<file path="config.mk">
export PLATFORM = sky130hd
export DESIGN_NAME = write_image
export DESIGN_NICKNAME = d
export VERILOG_FILES = /design/src/rtl/write_image.sv
export SDC_FILE = /design/constraint.sdc
export NUM_CORES = 1
export LEC_CHECK = 0
export BUFFER_PORTS_ARGS = -buffer_cell sky130_fd_sc_hd__buf_2
export CORE_MARGIN = 4
export CORE_UTILIZATION = 40
export CTS_CLUSTER_DIAMETER = 120
export CTS_CLUSTER_SIZE = 20
export DETAILED_ROUTE_END_ITERATION = 10
export GPL_TIMING_DRIVEN = 1
export PLACE_DENSITY = 0.67
export SETUP_SLACK_MARGIN = 0.1
export SKIP_CTS_REPAIR_TIMING = 1
export SYNTH_ARGS = -nofsm -noshare
export SYNTH_HDL_FRONTEND = slang
export SYNTH_SLANG_ARGS = --single-unit
</file>
<file path="constraint.sdc">
create_clock -name clk -period 4.65 [get_ports clk]
set_clock_uncertainty 0.2 [all_clocks]
set_input_delay 0.2325 -clock clk [delete_from_list [all_inputs] [get_ports clk]]
set_output_delay 0.2325 -clock clk [all_outputs]
set_load 0.05 [all_outputs]
</file>
<file path="src/rtl/write_image.sv">
// write_image
//   Streams NUM_BYTES image bytes from a valid/ready source into a memory
//   write port, one address per byte starting at 0, and keeps a running
//   16-bit checksum of the frame.
//
// Ports
//   clk        system clock, rising edge
//   reset      synchronous active-high reset
//   start      single-cycle request to begin a frame (honoured in IDLE only)
//   in_valid   source has a byte on in_data
//   in_data    image byte
//   in_ready   block accepts a byte this cycle (WRITE state)
//   mem_we     memory write strobe, one cycle after each accepted byte
//   mem_addr   memory write address
//   mem_wdata  memory write data
//   busy       frame in progress (WRITE or DONE)
//   done       one-cycle pulse aligned with the last byte's write strobe
//   checksum   modulo-2^16 sum of the bytes of the current or last frame
module write_image #(
  parameter int NUM_BYTES = 200,
  parameter int ADDR_W    = 8
) (
  input  logic              clk,
  input  logic              reset,
  input  logic              start,
  input  logic              in_valid,
  input  logic [7:0]        in_data,
  output logic              in_ready,
  output logic              mem_we,
  output logic [ADDR_W-1:0] mem_addr,
  output logic [7:0]        mem_wdata,
  output logic              busy,
  output logic              done,
  output logic [15:0]       checksum
);

  typedef enum logic [1:0] {
    IDLE  = 2'd0,
    WRITE = 2'd1,
    DONE  = 2'd2
  } state_t;

  localparam logic [ADDR_W-1:0] LAST_ADDR = ADDR_W'(NUM_BYTES - 1);
  localparam logic [ADDR_W-1:0] ADDR_ONE  = ADDR_W'(1);

  state_t              state_r;
  state_t              state_next_s;
  logic [ADDR_W-1:0]   count_r;
  logic [15:0]         checksum_r;
  logic                xfer_s;
  logic                frame_start_s;

  assign checksum = checksum_r;

  // Next-state logic and state decodes for in_ready/busy/done.
  always_comb begin
    state_next_s  = state_r;
    xfer_s        = 1'b0;
    frame_start_s = 1'b0;
    in_ready      = 1'b0;
    busy          = 1'b0;
    done          = 1'b0;
    case (state_r)
      IDLE: begin
        if (start) begin
          frame_start_s = 1'b1;
          state_next_s  = WRITE;
        end else begin
          state_next_s  = IDLE;
        end
      end
      WRITE: begin
        in_ready = 1'b1;
        busy     = 1'b1;
        xfer_s   = in_valid;
        // The byte landing at the last address closes the frame.
        if (in_valid && (count_r == LAST_ADDR)) begin
          state_next_s = DONE;
        end else begin
          state_next_s = WRITE;
        end
      end
      DONE: begin
        busy         = 1'b1;
        done         = 1'b1;
        state_next_s = IDLE;
      end
      default: begin
        state_next_s = IDLE;
      end
    endcase
  end

  // State register.
  always_ff @(posedge clk) begin
    if (reset) begin
      state_r <= IDLE;
    end else begin
      state_r <= state_next_s;
    end
  end

  // Byte counter and checksum; both cleared when a frame is accepted.
  always_ff @(posedge clk) begin
    if (reset) begin
      count_r    <= '0;
      checksum_r <= 16'h0000;
    end else if (frame_start_s) begin
      count_r    <= '0;
      checksum_r <= 16'h0000;
    end else if (xfer_s) begin
      count_r    <= count_r + ADDR_ONE;
      checksum_r <= checksum_r + {8'h00, in_data};
    end else begin
      count_r    <= count_r;
      checksum_r <= checksum_r;
    end
  end

  // Registered memory write port; address/data hold while the strobe is low.
  always_ff @(posedge clk) begin
    if (reset) begin
      mem_we    <= 1'b0;
      mem_addr  <= '0;
      mem_wdata <= 8'h00;
    end else if (xfer_s) begin
      mem_we    <= 1'b1;
      mem_addr  <= count_r;
      mem_wdata <= in_data;
    end else begin
      mem_we    <= 1'b0;
      mem_addr  <= mem_addr;
      mem_wdata <= mem_wdata;
    end
  end

endmodule

</file>
## After elaboration in Yosys (flattened, before gate mapping)

Index checks and enable logic that the tools add are counted.

| cells by class | value |
|---|---|
| add/sub/neg operators | 2 |
| $mul | 0 |
| divide/modulo/power cells | 0 |
| order comparisons | 0 |
| equality and inequality tests | 3 |
| shift operators | 0 |
| multiplexer cells | 10 |
| bitwise operators | 0 |
| reduce and logical (&&, ||, !) cells | 4 |

Operator list:

| cell | number |
|---|---|
| 16-bit by 8-bit adder with 16-bit output | 1 |
| 8-bit by 1-bit adder with 8-bit output, second input constant | 1 |
| 8-bit equality test, second input constant | 1 |
| 1-bit 2-to-1 mux | 8 |
| 2-bit case mux with 2 select lines | 1 |
| 2-bit OR reduction | 2 |
| 2-bit by 1-bit equality test with 1-bit output, second input constant | 1 |
| 2-bit equality test, second input constant | 1 |
| 2-bit logical NOT | 1 |
| 2-bit 2-to-1 mux | 1 |
| 1-bit logical AND | 1 |

| word-level totals | value |
|---|---|
| register bits after elaboration | 43 |
| bits in latches | 0 |
| RAM bits | 0 |
| memory bits (read-only) | 0 |
| input port bits | 12 |
| output and inout bits | 36 |
| word-level logic and storage cells | 25 |
| memories | 0 |

## Logic depth before layout (Yosys ltp)

| logic depth | value |
|---|---|
| depth in word-level cells | 4 |
| gate-level depth with buffers | 8 |
| gate-level depth less buffers | 7 |

## Least setup slack after synthesis

No wires, ideal clock.

| timing path | value |
|---|---|
| kind | reg-to-reg |
| from | register checksum_r[0], in the netlist checksum[0] |
| to | register checksum_r[12], in the netlist checksum[12] |
| library setup time | 0.132 ns |
| arrival | 1.936 ns |
| required time | 4.318 ns |
| slack | 2.381 ns |
| stages on the path, launching flop included | 8 |
| buffers on the path | 0 |
| period minus slack after synthesis | 2.269 ns |
| path through | dfxtp_1 -> ha_1 -> fa_1 -> a21oi_1 -> o211ai_2 -> a31oi_2 -> or3_1 -> a21oi_1 |

| between the ends | value |
|---|---|
| word-level cells in the longest chain between the ends | 1 |

Ends and longest elaborated chain:

| item | RTL line | text |
|---|---|---|
| start, declared | 49 | `logic [15:0] checksum_r;` |
| start signal, assigned | 113 | `checksum_r <= checksum_r + {8'h00, in_data};` |
| start signal, assigned | 116 | `checksum_r <= checksum_r;` |
| 16-bit by 8-bit adder with 16-bit output | 113 |  |

Every way passes these cells.
A chain may end at the register's enable or synchronous reset.

## Worst setup path in the final report

| timing path | value |
|---|---|
| from | input in_data[0] |
| to | register checksum_r[10], in the netlist checksum[10] |

| between the ends | value |
|---|---|
| word-level cells in the longest chain between the ends | 1 |

Ends and longest elaborated chain:

| item | RTL line | text |
|---|---|---|
| start, declared | 27 | `input logic [7:0] in_data,` |
| 16-bit by 8-bit adder with 16-bit output | 113 |  |

Every way passes these cells.

==> results.txt <==
----------------------------------------------------
[Critical path]
  Reg2Reg Setup Slack ... around 2.5 ns
  Critical Path Source ... in_data[0]
  Critical path capture point type ... flip-flop
  Critical Path End ... checksum[10]
  Startpoint type of the worst setup path ... input port
  Required time at the endpoint of the critical path ... 4.58 ns
  Crit Path Max Fanout ... 8
  Category of the critical setup timing path ... input port to flip-flop
  Cell count of the worst reg-to-reg path ... 7
  Data arrival time of the critical path ... 2.41 ns
  Capture point of the worst reg-to-reg path ... checksum[10]
  R2r startpoint ... checksum[0]

[Floorplan]
  Die Outline Area ... 0.00610 mm^2
  Ports ... 48
  Initial core utilization ... 0.414
  Horizontal die dimension ... 78.1 um
  Number of cell rows ... 25
  Core ar. ... 0.00475 mm^2
  Die height ... ~78 um

[Place]
  Detail Placement HPWL ... 3.01 mm
  Total instance count after detailed placement ... 344
  Final weighted congestion in routability-driven placement ... 0.762
  PortBufs ... 47
  Worst setup slack before clock tree synthesis ... 2.40 ns

[CTS]
  Register clock-pin slew on the reported worst setup and hold paths ... 0.07 ns
  Clock Tree Buf Depth ... 2
  Clock root buffer ... sky130_fd_sc_hd__clkbuf_8
  Inserted Clock Buffers ... 5
  TritonCTS clock tree ... built
  Later-pin clock latency in the skew report ... ~0.29 ns
  Max H-tree Level ... 2
  Number of sinks handled by clock tree synthesis ... 43

[Timing]
  Transition time of the tightest slew-check pin ... roughly 0.95 ns
  Slew HR ... 0.362
  Final-report max-slew violation count ... 0
  Setup repair after global routing missed its margin ... false
  Min Tclk post-route ... between 2 and 2.5 ns
  Fin crit share ... 0.533
  Final count of negative-setup-slack endpoints ... 0
  Hold slack ... -0.00574 ns
  Final hold violation count ... 2
  Aggregate negative setup slack ... 0 ns
  Max Clock Freq ... slightly above 400 MHz
  Crit path setup slack, layout ... 2.17 ns

[Drt]
  DRT met1 WL ... 2.18 mm
  Router iterations before antenna repair ... 4
  Total routed wirelength ... between 4 and 5 mm
  Uppermost signal routing layer after detailed routing ... met4
  Post-route DRC ... 0
  Vias per cell ... 4.98
  Sum of met3 wire segment lengths after detailed routing ... 180 um
  First DRT Iteration DRCs ... 88
  Routed wire length per instance ... 12.4 um
  Routed via count ... 1757
  Count of antenna-violating nets left after detailed routing ... 0
  Metal2 WL ... 1.95 mm

[Synth]
  Mean cell area of the mapped netlist ... 8.23 um^2
  Part of the Yosys area used for sequential elements ... 0.438
  Syn Std Cell Area ... 0.00197 mm^2
  Library cells used by synthesis ... 29
  Syn_nets ... 264
  Yosys reg bits ... 43
  YS warnings ... 0
  Post-Synthesis Cells ... around 240

[GRT]
  Global-route congestion overflow total ... 0
  Number of antenna violations at the first check in global routing ... 0
  Via count of the first global-routing pass ... 1654
  Overall fraction of global-route tracks in use ... 0.153
  Wire length of the first global-routing pass ... 7.55 mm
  Largest net degree at the start of global routing ... 34

[Finish]
  Diode count ... 0
  Layout Cells excl Fill ... 353
  Fraction of layout cells with a size suffix above 1 ... 0.199
  Layout Nets ... 312
  Area added between synthesis and finish ... 19.8%

[Worst hold path]
  Source of the worst hold timing path ... in_data[6]
  HP Class ... input port to flip-flop

[Flow run]
  Max Cap Violations ... 0

[Pwr]
  Largest voltage drop on the vdd net ... 0.193 mV
  Pwr dens ... slightly below 300 mW/mm^2
  Pleak ... between 0.9 and 1 nW

[Outcome]
  Result of the run ... finished, violations left
  Violated checks ... hold timing

----------------------------------------------------
power by group:
group,switching [mW],leakage [nW],internal [mW],total [mW]
sequential,0.00391,0.348,0.374,0.378
clock,0.116,0.0371,0.100,0.216
combinational,0.0649,0.594,0.0262,0.0911
cells by family (layout without fill, tap and decap cells):
family,after synthesis,count (layout),synth area share
AO/OA/AOI/OAI,65,65,0.186
XOR/XNOR,10,10,0.0445
adder cells (fa/ha/maj),13,13,0.0865
buffers and inverters,14,61,0.0280
flip-flops,43,43,0.438
AND/OR/NAND/NOR,94,94,0.217
critical path: stages:
cell and delay, ns:
sky130_fd_sc_hd__dlygate4sd3_1 0.53, sky130_fd_sc_hd__buf_2 0.13, sky130_fd_sc_hd__ha_1 0.22, sky130_fd_sc_hd__fa_1 0.42, sky130_fd_sc_hd__a21oi_1 0.20, sky130_fd_sc_hd__o211ai_2 0.13
sky130_fd_sc_hd__a31oi_2 0.34, sky130_fd_sc_hd__or3_1 0.15, sky130_fd_sc_hd__a21oi_1 0.06
sequential cells by signal, indices dropped and copies added (netlist names):
| name | flops |
|---|---|
| checksum | 16 |
| count_r | 8 |
| mem_addr | 8 |
| mem_wdata | 8 |
| mem_we | 1 |
| state_r | 2 |
layout make-up:
| cell class | count | area, um^2 |
|---|---|---|
| fillers | 490 | 2400 |
| multi-input cells | 182 | 1050 |
| flip-flops and latches | 43 | 861 |
| repair buffers | 51 | 273 |
| well taps | 67 | 83.8 |
| clock buffers | 6 | 72.6 |
| inverters | 4 | 15.0 |
cells in the mapped netlist (all sizes together):
library cell,count,area [um^2]
nand2,54,203
o211ai,1,12.5
o32ai,1,8.76
a31oi,1,12.5
dfxtp,43,861
nand4,3,18.8
inv,4,15.0
a211oi,2,20.0
and2,1,6.26
and3,2,12.5
fa,1,20.0
xor2,5,43.8
nand4b,1,8.76
a21oi,42,210
o21a,1,7.51
buf,2,10.0
a21o,4,30.0
and4,1,8.76
clkbuf,8,30.0
nand2b,1,6.26
o21ai,13,65.1
xnor2,5,43.8
nor2,8,30.0
nor3,5,30.0
nand3,8,40.0
ha,12,150
or3,10,62.6
routing by layer:
metal / GRT usage / up-vias
met5: 0 / -
met4: 0.0629 / 0
met3: 0.0367 / 6
met2: 0.250 / 42
met1: 0.194 / 791
li1: - / 918
how the worst min path moves through the flow:
stage / depth (start not counted) / endpoint / slack, ns
6_report: 3 / mem_wdata[6] / -0.006
5_1_grt: 3 / mem_wdata[6] / 0.002
4_1_cts: 3 / mem_wdata[7] / -0.02
3_5_place_dp: 2 / mem_wdata[1] / 0.24
3_3_place_gp: 2 / mem_wdata[7] / 0.24
2_1_floorplan: 2 / mem_wdata[0] / 0.17
per-stage QoR:
stage / hold slack [ns] / power (mW) / utilization / instance area [um^2]
detailed placement: 0.243 / 0.477 / 0.474 / 2250
global placement: 0.239 / 0.476 / 0.474 / 2250
CTS: -0.0240 / 0.694 / 0.489 / 2330
global route: 0.00167 / 0.724 / 0.496 / 2360
finish: -0.00574 / 0.686 / 0.496 / 2360
floorplan: 0.169 / 0.454 / - / 1970
cell usage in the layout (no fill, tap or decap):
cell                             n
sky130_fd_sc_hd__a211oi_1        1
sky130_fd_sc_hd__dlygate4sd3_1   3
sky130_fd_sc_hd__a21oi_1        42
sky130_fd_sc_hd__inv_1           4
sky130_fd_sc_hd__nand3_1         8
sky130_fd_sc_hd__and2_1          1
sky130_fd_sc_hd__xnor2_1         5
sky130_fd_sc_hd__nor3_1          4
sky130_fd_sc_hd__a31oi_2         1
sky130_fd_sc_hd__nand2_1        54
sky130_fd_sc_hd__and4_1          1
sky130_fd_sc_hd__o32ai_1         1
sky130_fd_sc_hd__nand4b_1        1
sky130_fd_sc_hd__and3_1          2
sky130_fd_sc_hd__clkbuf_8        5
sky130_fd_sc_hd__nand2b_1        1
sky130_fd_sc_hd__dfxtp_1        43
sky130_fd_sc_hd__or3_1          10
sky130_fd_sc_hd__buf_4           1
sky130_fd_sc_hd__o21ai_0        13
sky130_fd_sc_hd__a211oi_2        1
sky130_fd_sc_hd__a21o_1          4
sky130_fd_sc_hd__o211ai_2        1
sky130_fd_sc_hd__o21a_1          1
sky130_fd_sc_hd__nor3_2          1
sky130_fd_sc_hd__ha_1           12
sky130_fd_sc_hd__nor2_1          8
sky130_fd_sc_hd__xor2_1          5
sky130_fd_sc_hd__nand4_1         3
sky130_fd_sc_hd__clkbuf_1        1
sky130_fd_sc_hd__fa_1            1
sky130_fd_sc_hd__buf_2          47
Power figures use the tool's default switching activity.
